**src/rtl/sha256_pkg.sv**
```systemverilog
// Shared constants and state encoding for the SHA-256 message padder.
package sha256_pkg;

    localparam int CHUNK_W         = 512;
    localparam int BYTES_PER_CHUNK = 64;
    localparam int LEN_OFFSET      = 56;
    localparam logic [7:0] PAD_BYTE = 8'h80;

    typedef enum logic [1:0] {
        ST_FILL = 2'd0,
        ST_PAD  = 2'd1,
        ST_LEN  = 2'd2,
        ST_EMIT = 2'd3
    } pad_state_e;

endpackage

```
**src/rtl/sha256_msg_padder.sv**
```systemverilog
// SHA-256 message padder: collects a byte stream into 64-byte lanes, appends
// 0x80, zero fill and the 64-bit big-endian bit length, and hands out 512-bit
// chunks tagged first/last on a valid/ready handshake.
module sha256_msg_padder
    import sha256_pkg::*;
#(
    parameter int CNT_W = 61
) (
    input  logic               clk,
    input  logic               reset_n,
    input  logic [7:0]         in_data,
    input  logic               in_valid,
    input  logic               in_last,
    input  logic               in_empty,
    output logic               in_ready,
    output logic [CHUNK_W-1:0] chunk,
    output logic               chunk_valid,
    input  logic               chunk_ready,
    output logic               chunk_first,
    output logic               chunk_last
);

    // Length lanes sit at the tail of the chunk; lane k lives at r_buf[63-k],
    // so lane 0 lands in chunk[511:504] and the length field is r_buf[7:0].
    localparam int LEN_LANES = BYTES_PER_CHUNK - LEN_OFFSET;

    pad_state_e                            r_state;
    pad_state_e                            w_state_nxt;
    logic [BYTES_PER_CHUNK-1:0][7:0]       r_buf;
    logic [6:0]                            r_idx;
    logic [CNT_W-1:0]                      r_cnt;
    logic                                  r_pad_pend;
    logic                                  r_len_pend;
    logic                                  r_last;
    logic                                  r_first;
    logic                                  r_in_ready;
    logic                                  w_accept;
    logic                                  w_wr;
    logic                                  w_full;
    logic                                  w_hs;
    logic [LEN_LANES*8-1:0]                w_len;

    // Bit length of the message so far, truncated to the 64-bit field.
    assign w_len = 64'(r_cnt) << 3;

    assign in_ready    = r_in_ready;
    assign chunk       = r_buf;
    assign chunk_valid = (r_state == ST_EMIT);
    assign chunk_first = (r_state == ST_EMIT) && r_first;
    assign chunk_last  = (r_state == ST_EMIT) && r_last;

    // State register.
    always_ff @(posedge clk or negedge reset_n) begin
        if (!reset_n) begin
            r_state <= ST_FILL;
        end else begin
            r_state <= w_state_nxt;
        end
    end

    // Next-state decode and per-cycle strobes for the lane-write logic.
    always_comb begin
        w_state_nxt = r_state;
        w_accept    = 1'b0;
        w_wr        = 1'b0;
        w_full      = 1'b0;
        w_hs        = 1'b0;
        unique case (r_state)
            ST_FILL: begin
                w_accept = in_valid && r_in_ready;
                // An empty final beat ends the message without carrying a byte.
                w_wr     = w_accept && !(in_last && in_empty);
                w_full   = w_wr && (r_idx == 7'(BYTES_PER_CHUNK - 1));
                if (w_accept && in_last) begin
                    w_state_nxt = w_full ? ST_EMIT : ST_PAD;
                end else if (w_full) begin
                    w_state_nxt = ST_EMIT;
                end
            end
            ST_PAD:  w_state_nxt = ST_EMIT;
            ST_LEN:  w_state_nxt = ST_EMIT;
            ST_EMIT: begin
                w_hs = chunk_ready;
                if (chunk_ready) begin
                    if (r_pad_pend) begin
                        w_state_nxt = ST_PAD;
                    end else if (r_len_pend) begin
                        w_state_nxt = ST_LEN;
                    end else begin
                        w_state_nxt = ST_FILL;
                    end
                end
            end
            default: w_state_nxt = ST_FILL;
        endcase
    end

    // Lane writes, byte counter, pending-pad/length flags and chunk tags.
    always_ff @(posedge clk or negedge reset_n) begin
        if (!reset_n) begin
            r_buf      <= '0;
            r_idx      <= '0;
            r_cnt      <= '0;
            r_pad_pend <= 1'b0;
            r_len_pend <= 1'b0;
            r_last     <= 1'b0;
            r_first    <= 1'b1;
            r_in_ready <= 1'b0;
        end else begin
            // Registered so in_ready stays low while reset is held.
            r_in_ready <= (w_state_nxt == ST_FILL);
            unique case (r_state)
                ST_FILL: begin
                    if (w_wr) begin
                        r_buf[~r_idx[5:0]] <= in_data;
                        r_idx              <= r_idx + 7'd1;
                        r_cnt              <= r_cnt + CNT_W'(1);
                    end
                    // Final byte filled the chunk: the 0x80 goes in the next one.
                    if (w_accept && in_last && w_full) begin
                        r_pad_pend <= 1'b1;
                    end
                end
                ST_PAD: begin
                    r_buf[~r_idx[5:0]] <= PAD_BYTE;
                    if (r_idx < 7'(LEN_OFFSET)) begin
                        r_buf[LEN_LANES-1:0] <= w_len;
                        r_last               <= 1'b1;
                    end else begin
                        r_len_pend <= 1'b1;
                    end
                end
                ST_LEN: begin
                    r_buf[LEN_LANES-1:0] <= w_len;
                    r_last               <= 1'b1;
                end
                ST_EMIT: begin
                    if (w_hs) begin
                        // Clearing here makes zero fill free in later chunks.
                        r_buf      <= '0;
                        r_idx      <= '0;
                        r_pad_pend <= 1'b0;
                        r_len_pend <= 1'b0;
                        r_last     <= 1'b0;
                        r_first    <= r_last;
                        if (r_last) begin
                            r_cnt <= '0;
                        end
                    end
                end
                default: ;
            endcase
        end
    end

endmodule

```
**config.mk**
```make
export PLATFORM = sky130hd
export DESIGN_NAME = sha256_msg_padder
export DESIGN_NICKNAME = d
export VERILOG_FILES = /design/src/rtl/sha256_pkg.sv /design/src/rtl/sha256_msg_padder.sv
export SDC_FILE = /design/constraint.sdc
export NUM_CORES = 1
export LEC_CHECK = 0
export CORE_UTILIZATION = 28
export CTS_CLUSTER_DIAMETER = 150
export DETAILED_ROUTE_END_ITERATION = 10
export SLEW_MARGIN = 10
export SYNTH_ARGS = -nofsm -noshare
export SYNTH_HDL_FRONTEND = slang
export SYNTH_SLANG_ARGS = --single-unit
```
**constraint.sdc**
```tcl
create_clock -name clk -period 5 [get_ports clk]
set_input_delay 0.75 -clock clk [delete_from_list [all_inputs] [get_ports clk]]
set_output_delay 0.75 -clock clk [all_outputs]
set_load 0.02 [all_outputs]
```
==> results of run 1 <==
[worst max-delay path by stage]
stage | end | cells after the start | startpoint | slack, ps
4_1_cts | chunk_last | 3 | r_state[1] | 1550
2_1_floorplan | r_cnt[57] | 7 | chunk_ready | 2640
3_3_place_gp | register | 6 | in_valid | 1250
3_5_place_dp | register | 6 | in_valid | 1150
5_1_grt | register | 5 | r_idx[0] | 1350
6_report | register | 5 | r_idx[1] | 1320
[synthesized netlist by cell type (4+ instances only)]
cell,count,share of area (%)
sky130_fd_sc_hd__ha_1,7,0.36
sky130_fd_sc_hd__nand2_1,156,2.4
sky130_fd_sc_hd__nor2b_1,4,0.10
sky130_fd_sc_hd__and2_1,14,0.36
sky130_fd_sc_hd__o21ai_1,61,1.3
sky130_fd_sc_hd__buf_2,28,0.58
sky130_fd_sc_hd__buf_1,12,0.19
sky130_fd_sc_hd__and3_1,10,0.26
sky130_fd_sc_hd__nor3b_1,11,0.34
sky130_fd_sc_hd__o2bb2ai_1,421,15
sky130_fd_sc_hd__nand3_1,30,0.62
sky130_fd_sc_hd__a211o_1,7,0.25
sky130_fd_sc_hd__or3_1,19,0.49
sky130_fd_sc_hd__inv_1,42,0.65
sky130_fd_sc_hd__nor4b_1,4,0.14
sky130_fd_sc_hd__nor4_1,4,0.10
sky130_fd_sc_hd__xnor2_1,8,0.29
sky130_fd_sc_hd__o21bai_1,35,1.1
sky130_fd_sc_hd__nor2_1,111,1.7
sky130_fd_sc_hd__nor3_1,6,0.12
sky130_fd_sc_hd__clkbuf_1,94,1.5
sky130_fd_sc_hd__or2_2,4,0.10
sky130_fd_sc_hd__and4_1,5,0.18
sky130_fd_sc_hd__o21ai_0,77,1.6
sky130_fd_sc_hd__nand4_1,19,0.49
sky130_fd_sc_hd__nand3b_1,7,0.22
sky130_fd_sc_hd__a21oi_1,185,3.8
sky130_fd_sc_hd__o21a_1,26,0.80
sky130_fd_sc_hd__xor2_1,5,0.18
sky130_fd_sc_hd__dfrtp_1,586,60
sky130_fd_sc_hd__or4_1,34,1.1
sky130_fd_sc_hd__o31ai_1,31,0.96
sky130_fd_sc_hd__mux2_2,8,0.37
[worst max-delay path: cells and delay by family, from the launching register on]
family | cells | cell delay (ps)
simple gates | 4 | 2670
flops | 1 | 750
compound gates | 1 | 180
[per-layer routing]
metal  track usage, %  up-vias  wire, µm  share of wire, %
met3             6.23      120      8180               8.5
met5                0        -        13             0.014
met4             4.85        2      1840               1.9
met2             33.9      749     44600                47
met1             29.1    10421     41100                43
li1                 -     9010         -                 -
[layout make-up]
type	instances	area, µm²	share of cell area, %
Inverter	43	161	0.485
Clock inverter	30	447	1.34
Tap cell	1144	1430	4.30
Timing Repair Buffer	573	5680	17.0
Sequential cell	587	14700	44.1
Multi-Input combinational cell	1355	8980	27.0
Clock buffer	90	1910	5.72
[kinds of logic after synthesis]
group,count (synthesis)
adder cells (fa/ha/maj),7
multiplexers,9
XOR/XNOR,13
AND/OR/NAND/NOR,463
flip-flops,587
AO/OA/AOI/OAI,863
buffers and inverters,179
[per-stage QoR]
stage / utilization (%) / std cells
4_1_cts: 38.9 / 3822
2_1_floorplan: - / 2121
3_3_place_gp: 36.2 / 3702
5_1_grt: 38.9 / 3822
3_5_place_dp: 36.2 / 3702
6_report: 38.9 / 3822
[power breakdown]
| group | internal, mW | switching (mW) | total [mW] |
|---|---|---|---|
| Combinational | 1.19 | 3.14 | 4.32 |
| Clock | 3.22 | 2.11 | 5.33 |
| Sequential | 5.05 | 0.269 | 5.32 |
==> impl_metrics.prom, run 1 <==
# TYPE chip_impl_metric gauge
chip_impl_metric{name="number_of_global_route_vias_before_repair",unit=""} 19968
chip_impl_metric{name="timing.critical_path.slowest_cell_delay",unit="ps"} 1030
chip_impl_info{name="cp_slowest_cell",value="sky130_fd_sc_hd__nor4b_1"} 1
chip_impl_metric{name="synth.distinct_cells",unit=""} 60
chip_impl_info{name="root_buffer",value="sky130_fd_sc_hd__clkbuf_16"} 1
chip_impl_metric{name="antenna_found_initial",unit=""} 2
chip_impl_metric{name="htree_depth",unit=""} 3
chip_impl_metric{name="clock_insertion_delay_worst_skew",unit="ps"} 610
chip_impl_metric{name="share_of_post_route_cells_with_drive_strength_above_1",unit="%"} 7.58
chip_impl_metric{name="wire_length_after_detailed_routing",unit="mm"} 95.8
chip_impl_metric{name="first_pass_iters",unit=""} 5
chip_impl_metric{name="fp.dieH",unit="µm"} 297
chip_impl_info{name="dominantRegCellSynth",value="sky130_fd_sc_hd__dfrtp_1"} 1
chip_impl_info{name="crit_end_element",value="register"} 1
chip_impl_metric{name="synthAdderAreaFrac",unit="%"} 0.361
chip_impl_metric{name="postSynthAreaPerCell",unit="µm²"} 11.5
chip_impl_info{name="worstSetupStartpointType",value="register"} 1
chip_impl_metric{name="netlist_area",unit="µm²"} 24300
chip_impl_metric{name="start_util",unit="%"} 28.4
chip_impl_info{name="hold_path.class",value="input pin to async pin"} 1
chip_impl_metric{name="post-cts-setup-buffer-count",unit=""} 0
chip_impl_metric{name="finish.instance_area",unit="µm²"} 33300
chip_impl_metric{name="cts_repair_resize_count",unit=""} 0
chip_impl_info{name="crit_chain",value="nand3_1 > nor2_2 > nand4_1 > nor4b_1 > a211o_1"} 1
chip_impl_metric{name="required",unit="ps"} 5540
chip_impl_metric{name="finalSetupTns",unit="ps"} 0
chip_impl_metric{name="post_synth_edffs",unit=""} 0
chip_impl_info{name="most-common-layout-cells",value="sky130_fd_sc_hd__dfrtp_1, sky130_fd_sc_hd__clkdlybuf4s50_1, sky130_fd_sc_hd__o2bb2ai_1"} 1
chip_impl_metric{name="maxCapViolations",unit=""} 0
chip_impl_metric{name="dp_slack",unit="ps"} 1150
chip_impl_metric{name="hold_slack",unit="ps"} 227
chip_impl_metric{name="antenna_violating_nets_post_route",unit=""} 0
chip_impl_info{name="outcome",value="completed"} 1
chip_impl_metric{name="postSynthNetCount",unit=""} 2142
chip_impl_metric{name="drt_first_iter_violations",unit=""} 1498
chip_impl_metric{name="yosys.area_share.simple",unit="%"} 9.71
chip_impl_metric{name="drc",unit=""} 0
chip_impl_metric{name="total_power",unit="mW"} 15.0
chip_impl_metric{name="clkTransAtPathRegs",unit="ps"} 60
chip_impl_metric{name="place.port_buffers",unit=""} 529
chip_impl_metric{name="cts_hold_buf",unit=""} 0
chip_impl_metric{name="yosys-mux-area-fraction",unit="%"} 0.412
chip_impl_metric{name="die-width",unit="µm"} 297
chip_impl_metric{name="areaGrowthSynthToFinish",unit="%"} 37.0
chip_impl_metric{name="layout_min_cycle_time",unit="ps"} 3680
chip_impl_metric{name="dpl.hpwl",unit="mm"} 63.5
chip_impl_metric{name="yosys_register_bits",unit=""} 587
chip_impl_info{name="tritoncts",value="yes"} 1
chip_impl_metric{name="clock-sinks",unit=""} 587
chip_impl_metric{name="synth_compound_gate_area_share",unit="%"} 25.6
chip_impl_metric{name="largest_buffer_count_on_any_clock_path",unit=""} 3
chip_impl_metric{name="max-vdd-ir-drop",unit="mV"} 0.479
chip_impl_metric{name="hold_viol",unit=""} 0
chip_impl_metric{name="power.density_cell_area",unit="nW/µm²"} 450
chip_impl_metric{name="grt_max_degree",unit=""} 112
chip_impl_info{name="synth_top_family_by_area",value="compound AO/OA/AOI/OAI gates"} 1
chip_impl_metric{name="final_setup_skew",unit="ps"} 24.4
chip_impl_metric{name="grt_use_total",unit="%"} 21.5
chip_impl_metric{name="fillers",unit=""} 8270
chip_impl_info{name="worst_r2r_startpoint",value="r_idx[1]"} 1
chip_impl_metric{name="max_clock_freq",unit="MHz"} 272
chip_impl_metric{name="cellLeakagePower",unit="nW"} 13.7
chip_impl_metric{name="synth-xor-area-share",unit="%"} 0.469
chip_impl_metric{name="core",unit="µm²"} 85500
chip_impl_metric{name="remaining_overflow_grt",unit=""} 0
chip_impl_info{name="type_of_the_worst_setup_path",value="register to register"} 1
chip_impl_info{name="unrepaired_setup_endpoints_after_global_routing",value="no"} 1
chip_impl_metric{name="num_io_pins",unit=""} 530
chip_impl_metric{name="placement.cell_area",unit="µm²"} 30900
chip_impl_metric{name="cts_made_buffers",unit=""} 68
chip_impl_metric{name="synth-seq-area-share",unit="%"} 60.5
chip_impl_metric{name="r2r_setup_slack",unit="ps"} 1320
chip_impl_metric{name="r2r_cells",unit=""} 5
chip_impl_metric{name="grt_pass1_wl",unit="mm"} 141
chip_impl_metric{name="floorplan.rows",unit=""} 107
chip_impl_metric{name="timing.slew.headroom",unit="%"} 17.4
chip_impl_metric{name="final_min_period_over_clock_period",unit="%"} 73.5
chip_impl_metric{name="drt-wirelength-per-cell",unit="µm"} 25.1
chip_impl_metric{name="setup-violations-final",unit=""} 0
chip_impl_metric{name="worst_ep_arrival_time",unit="ps"} 4210
chip_impl_metric{name="antenna_cells",unit=""} 0
chip_impl_metric{name="syn_inst",unit=""} 2121
chip_impl_metric{name="floorplan.die_area",unit="µm²"} 87900
chip_impl_metric{name="ys_async_sr_fraction",unit="%"} 100
chip_impl_metric{name="gp_congestion",unit=""} 0.853
chip_impl_metric{name="timing_max_transition_violations_final",unit=""} 0
chip_impl_metric{name="ys.warnings.count",unit=""} 0
chip_impl_metric{name="layout_setup_ws",unit="ps"} 1320
chip_impl_metric{name="fin_nets",unit=""} 2649
chip_impl_metric{name="detailroute.via_count",unit=""} 20302
chip_impl_info{name="layout.cells.most_common",value="sky130_fd_sc_hd__dfrtp_1"} 1
chip_impl_metric{name="critPathMaxFanout",unit=""} 19
chip_impl_metric{name="detail_route.vias_per_cell",unit=""} 5.31
chip_impl_metric{name="tightest_slew",unit="ps"} 1240
Note: power is estimated with default switching activity, not from simulation.
==> inputs of run 2 (changes only) <==
- clock period: 5 -> 3 ns (I/O delays scaled with it)
==> run 2 against run 1 <==
  * Combinational power is 76% higher
  * Global-route usage is essentially flat
  * Non-clock buffer count up 66
  * Via count decreased by 0.30%
  * Worst setup slack worse by 1100 ps
  * Wire length rose by 0.54%
  * Cell count rose by 1.8%
  * Sequential cell count is the same
  * Critical path depth shrank 2
==> impl_metrics.prom, run 2 (synthesis gave the netlist of run 1 again) <==
# TYPE chip_impl_metric gauge
chip_impl_metric{name="worst_ep_arrival_time",unit="ps"} 2370
chip_impl_metric{name="floorplan.rows",unit=""} 107
chip_impl_metric{name="start_util",unit="%"} 28.4
chip_impl_info{name="outcome",value="completed"} 1
chip_impl_metric{name="clkTransAtPathRegs",unit="ps"} 60
chip_impl_metric{name="core",unit="µm²"} 85500
chip_impl_metric{name="clock-sinks",unit=""} 587
chip_impl_metric{name="drt_first_iter_violations",unit=""} 1356
chip_impl_metric{name="fillers",unit=""} 8268
chip_impl_metric{name="switchingPower",unit="mW"} 9.32
chip_impl_metric{name="share_of_post_route_cells_with_drive_strength_above_1",unit="%"} 9.69
chip_impl_metric{name="cellLeakagePower",unit="nW"} 14.1
chip_impl_info{name="layout.cells.most_common",value="sky130_fd_sc_hd__dfrtp_1"} 1
chip_impl_metric{name="gp_congestion",unit=""} 0.878
chip_impl_metric{name="max-vdd-ir-drop",unit="mV"} 0.660
chip_impl_metric{name="final_min_period_over_clock_period",unit="%"} 94.2
chip_impl_info{name="root_buffer",value="sky130_fd_sc_hd__clkbuf_16"} 1
chip_impl_metric{name="drt-wirelength-per-cell",unit="µm"} 24.7
chip_impl_metric{name="dp_slack",unit="ps"} 114
chip_impl_info{name="worstSetupStartpointType",value="register"} 1
chip_impl_metric{name="detailroute.via_count",unit=""} 20242
chip_impl_metric{name="hold_viol",unit=""} 0
chip_impl_metric{name="areaGrowthSynthToFinish",unit="%"} 40.0
chip_impl_metric{name="clock_insertion_delay_worst_skew",unit="ps"} 620
chip_impl_metric{name="cts_repair_resize_count",unit=""} 0
chip_impl_metric{name="layout_min_cycle_time",unit="ps"} 2820
chip_impl_metric{name="final_setup_skew",unit="ps"} 25.2
chip_impl_metric{name="grt_pass1_wl",unit="mm"} 140
chip_impl_metric{name="required",unit="ps"} 2550
chip_impl_metric{name="grt_use_total",unit="%"} 21.5
chip_impl_metric{name="timing_max_transition_violations_final",unit=""} 0
chip_impl_metric{name="place.port_buffers",unit=""} 529
chip_impl_info{name="tritoncts",value="yes"} 1
chip_impl_metric{name="wire_length_after_detailed_routing",unit="mm"} 96.3
chip_impl_metric{name="setup-violations-final",unit=""} 0
chip_impl_metric{name="finalSetupTns",unit="ps"} 0
chip_impl_metric{name="sequentialPowerShare",unit="%"} 35.1
chip_impl_metric{name="fin_nets",unit=""} 2716
chip_impl_metric{name="p_sw_share",unit="%"} 36.8
chip_impl_metric{name="post-cts-setup-buffer-count",unit=""} 0
chip_impl_info{name="crit_end_element",value="output port"} 1
chip_impl_metric{name="largest_buffer_count_on_any_clock_path",unit=""} 3
chip_impl_metric{name="htree_depth",unit=""} 3
chip_impl_info{name="cp_slowest_cell",value="sky130_fd_sc_hd__clkdlybuf4s50_1"} 1
chip_impl_info{name="critical-path-top-delay-family",value="buffers and inverters"} 1
chip_impl_metric{name="cp_num_buf_inv",unit=""} 1
chip_impl_metric{name="remaining_overflow_grt",unit=""} 0
chip_impl_metric{name="cell_count_after_placement",unit=""} 3767
chip_impl_metric{name="grt_max_degree",unit=""} 75
chip_impl_metric{name="antenna_found_initial",unit=""} 0
chip_impl_metric{name="sequential_cell_area",unit="µm²"} 14700
chip_impl_metric{name="power.density_cell_area",unit="nW/µm²"} 745
chip_impl_metric{name="num_io_pins",unit=""} 530
chip_impl_metric{name="antenna_violating_nets_post_route",unit=""} 0
chip_impl_metric{name="pwr-share-comb",unit="%"} 30.1
chip_impl_metric{name="critPathMaxFanout",unit=""} 18
chip_impl_info{name="unrepaired_setup_endpoints_after_global_routing",value="no"} 1
chip_impl_metric{name="cts_made_buffers",unit=""} 69
chip_impl_metric{name="floorplan.die_area",unit="µm²"} 87900
chip_impl_metric{name="detail_route.vias_per_cell",unit=""} 5.20
chip_impl_metric{name="max_clock_freq",unit="MHz"} 354
chip_impl_metric{name="timing.critical_path.slowest_cell_delay",unit="ps"} 660
chip_impl_metric{name="die-width",unit="µm"} 297
chip_impl_metric{name="tightest_slew",unit="ps"} 983
chip_impl_metric{name="post-route-util",unit="%"} 39.7
chip_impl_metric{name="layout_setup_ws",unit="ps"} 175
chip_impl_info{name="type_of_the_worst_setup_path",value="register to output port"} 1
chip_impl_metric{name="fp.dieH",unit="µm"} 297
chip_impl_metric{name="dpl.hpwl",unit="mm"} 64.8
chip_impl_info{name="crit_chain",value="ha_4 > and2_1 > clkdlybuf4s50_1"} 1
chip_impl_metric{name="first_pass_iters",unit=""} 5
chip_impl_metric{name="timing.slew.headroom",unit="%"} 34.2
chip_impl_metric{name="multi_input_combinational_cell_area",unit="µm²"} 8980
chip_impl_info{name="most-common-layout-cells",value="sky130_fd_sc_hd__dfrtp_1, sky130_fd_sc_hd__clkdlybuf4s50_1, sky130_fd_sc_hd__o2bb2ai_1"} 1
chip_impl_metric{name="drc",unit=""} 0
chip_impl_metric{name="maxCapViolations",unit=""} 0
chip_impl_metric{name="layout.cells.non_filler",unit=""} 3891
chip_impl_info{name="hold_path.class",value="input pin to register"} 1
chip_impl_metric{name="power_frac_clock",unit="%"} 34.9
chip_impl_metric{name="number_of_global_route_vias_before_repair",unit=""} 20053
chip_impl_metric{name="cellInternalPower",unit="mW"} 16.0
[run 2: worst paths after layout]
kind                            start    endpoint  slack (ps)  cells after the start
setup / recovery           r_state[1]  chunk_last         180                      3
max in group asynchronous     reset_n   async pin        1640                      4
hold / removal             in_data[7]    register         400                      4
setup reg to reg           r_state[0]   r_cnt[37]         350                      8
min in group asynchronous     reset_n   async pin         440                      2
hold reg to reg              register    register         480                      2
[run 2: area by class of cell]
class	instances	share of cell area [%]
antenna	2	0.0147
clock buffer	91	5.62
clock inverter	30	1.29
inverter	43	0.475
multi-input combinational	1355	26.4
sequential	587	43.2
tap	1144	4.21
timing repair buffer	639	18.8
[run 2: what timing repair did]
item | 4_1_cts | 5_1_grt
endpoints found under the setup margin | 0 | 0
hold buffers | 1 | 0
hold endpoints to repair | 47 | 0
[run 2: stage by stage]
step	hold slack (ps)	total power, mW	cell area [µm²]
after floorplan	154	12.9	24300
after global placement	465	16.6	31600
after detailed placement	472	16.7	31600
after CTS	324	25.5	34000
after global routing	383	26.4	34000
final	398	25.3	34000
[run 2: tightest hold or removal path: cells and delay by family]
family | cells | cell delay, ps
buf+inv | 1 | 160
mux | 1 | 160
compound gates | 1 | 130
simple gates | 1 | 80
[run 2: power by group through the flow]
| stage | Sequential [mW] | Combinational (mW) | Clock [mW] |
|---|---|---|---|
| floorplan | 9.34 | 3.61 | 0 |
| global placement | 9.00 | 7.61 | 0 |
| detailed placement | 9.00 | 7.65 | 0 |
| CTS | 8.87 | 7.66 | 9.01 |
| global route | 8.94 | 8.19 | 9.32 |
| finish | 8.88 | 7.62 | 8.83 |
[run 2: per-layer routing]
| metal | vias up | routed length, µm | track usage (%) |
|---|---|---|---|
| li1 | 9136 | - | - |
| met4 | 0 | 2610 | 7.00 |
| met5 | - | 0 | 0 |
| met3 | 129 | 7150 | 5.67 |
| met2 | 663 | 45000 | 33.9 |
| met1 | 10314 | 41500 | 28.7 |
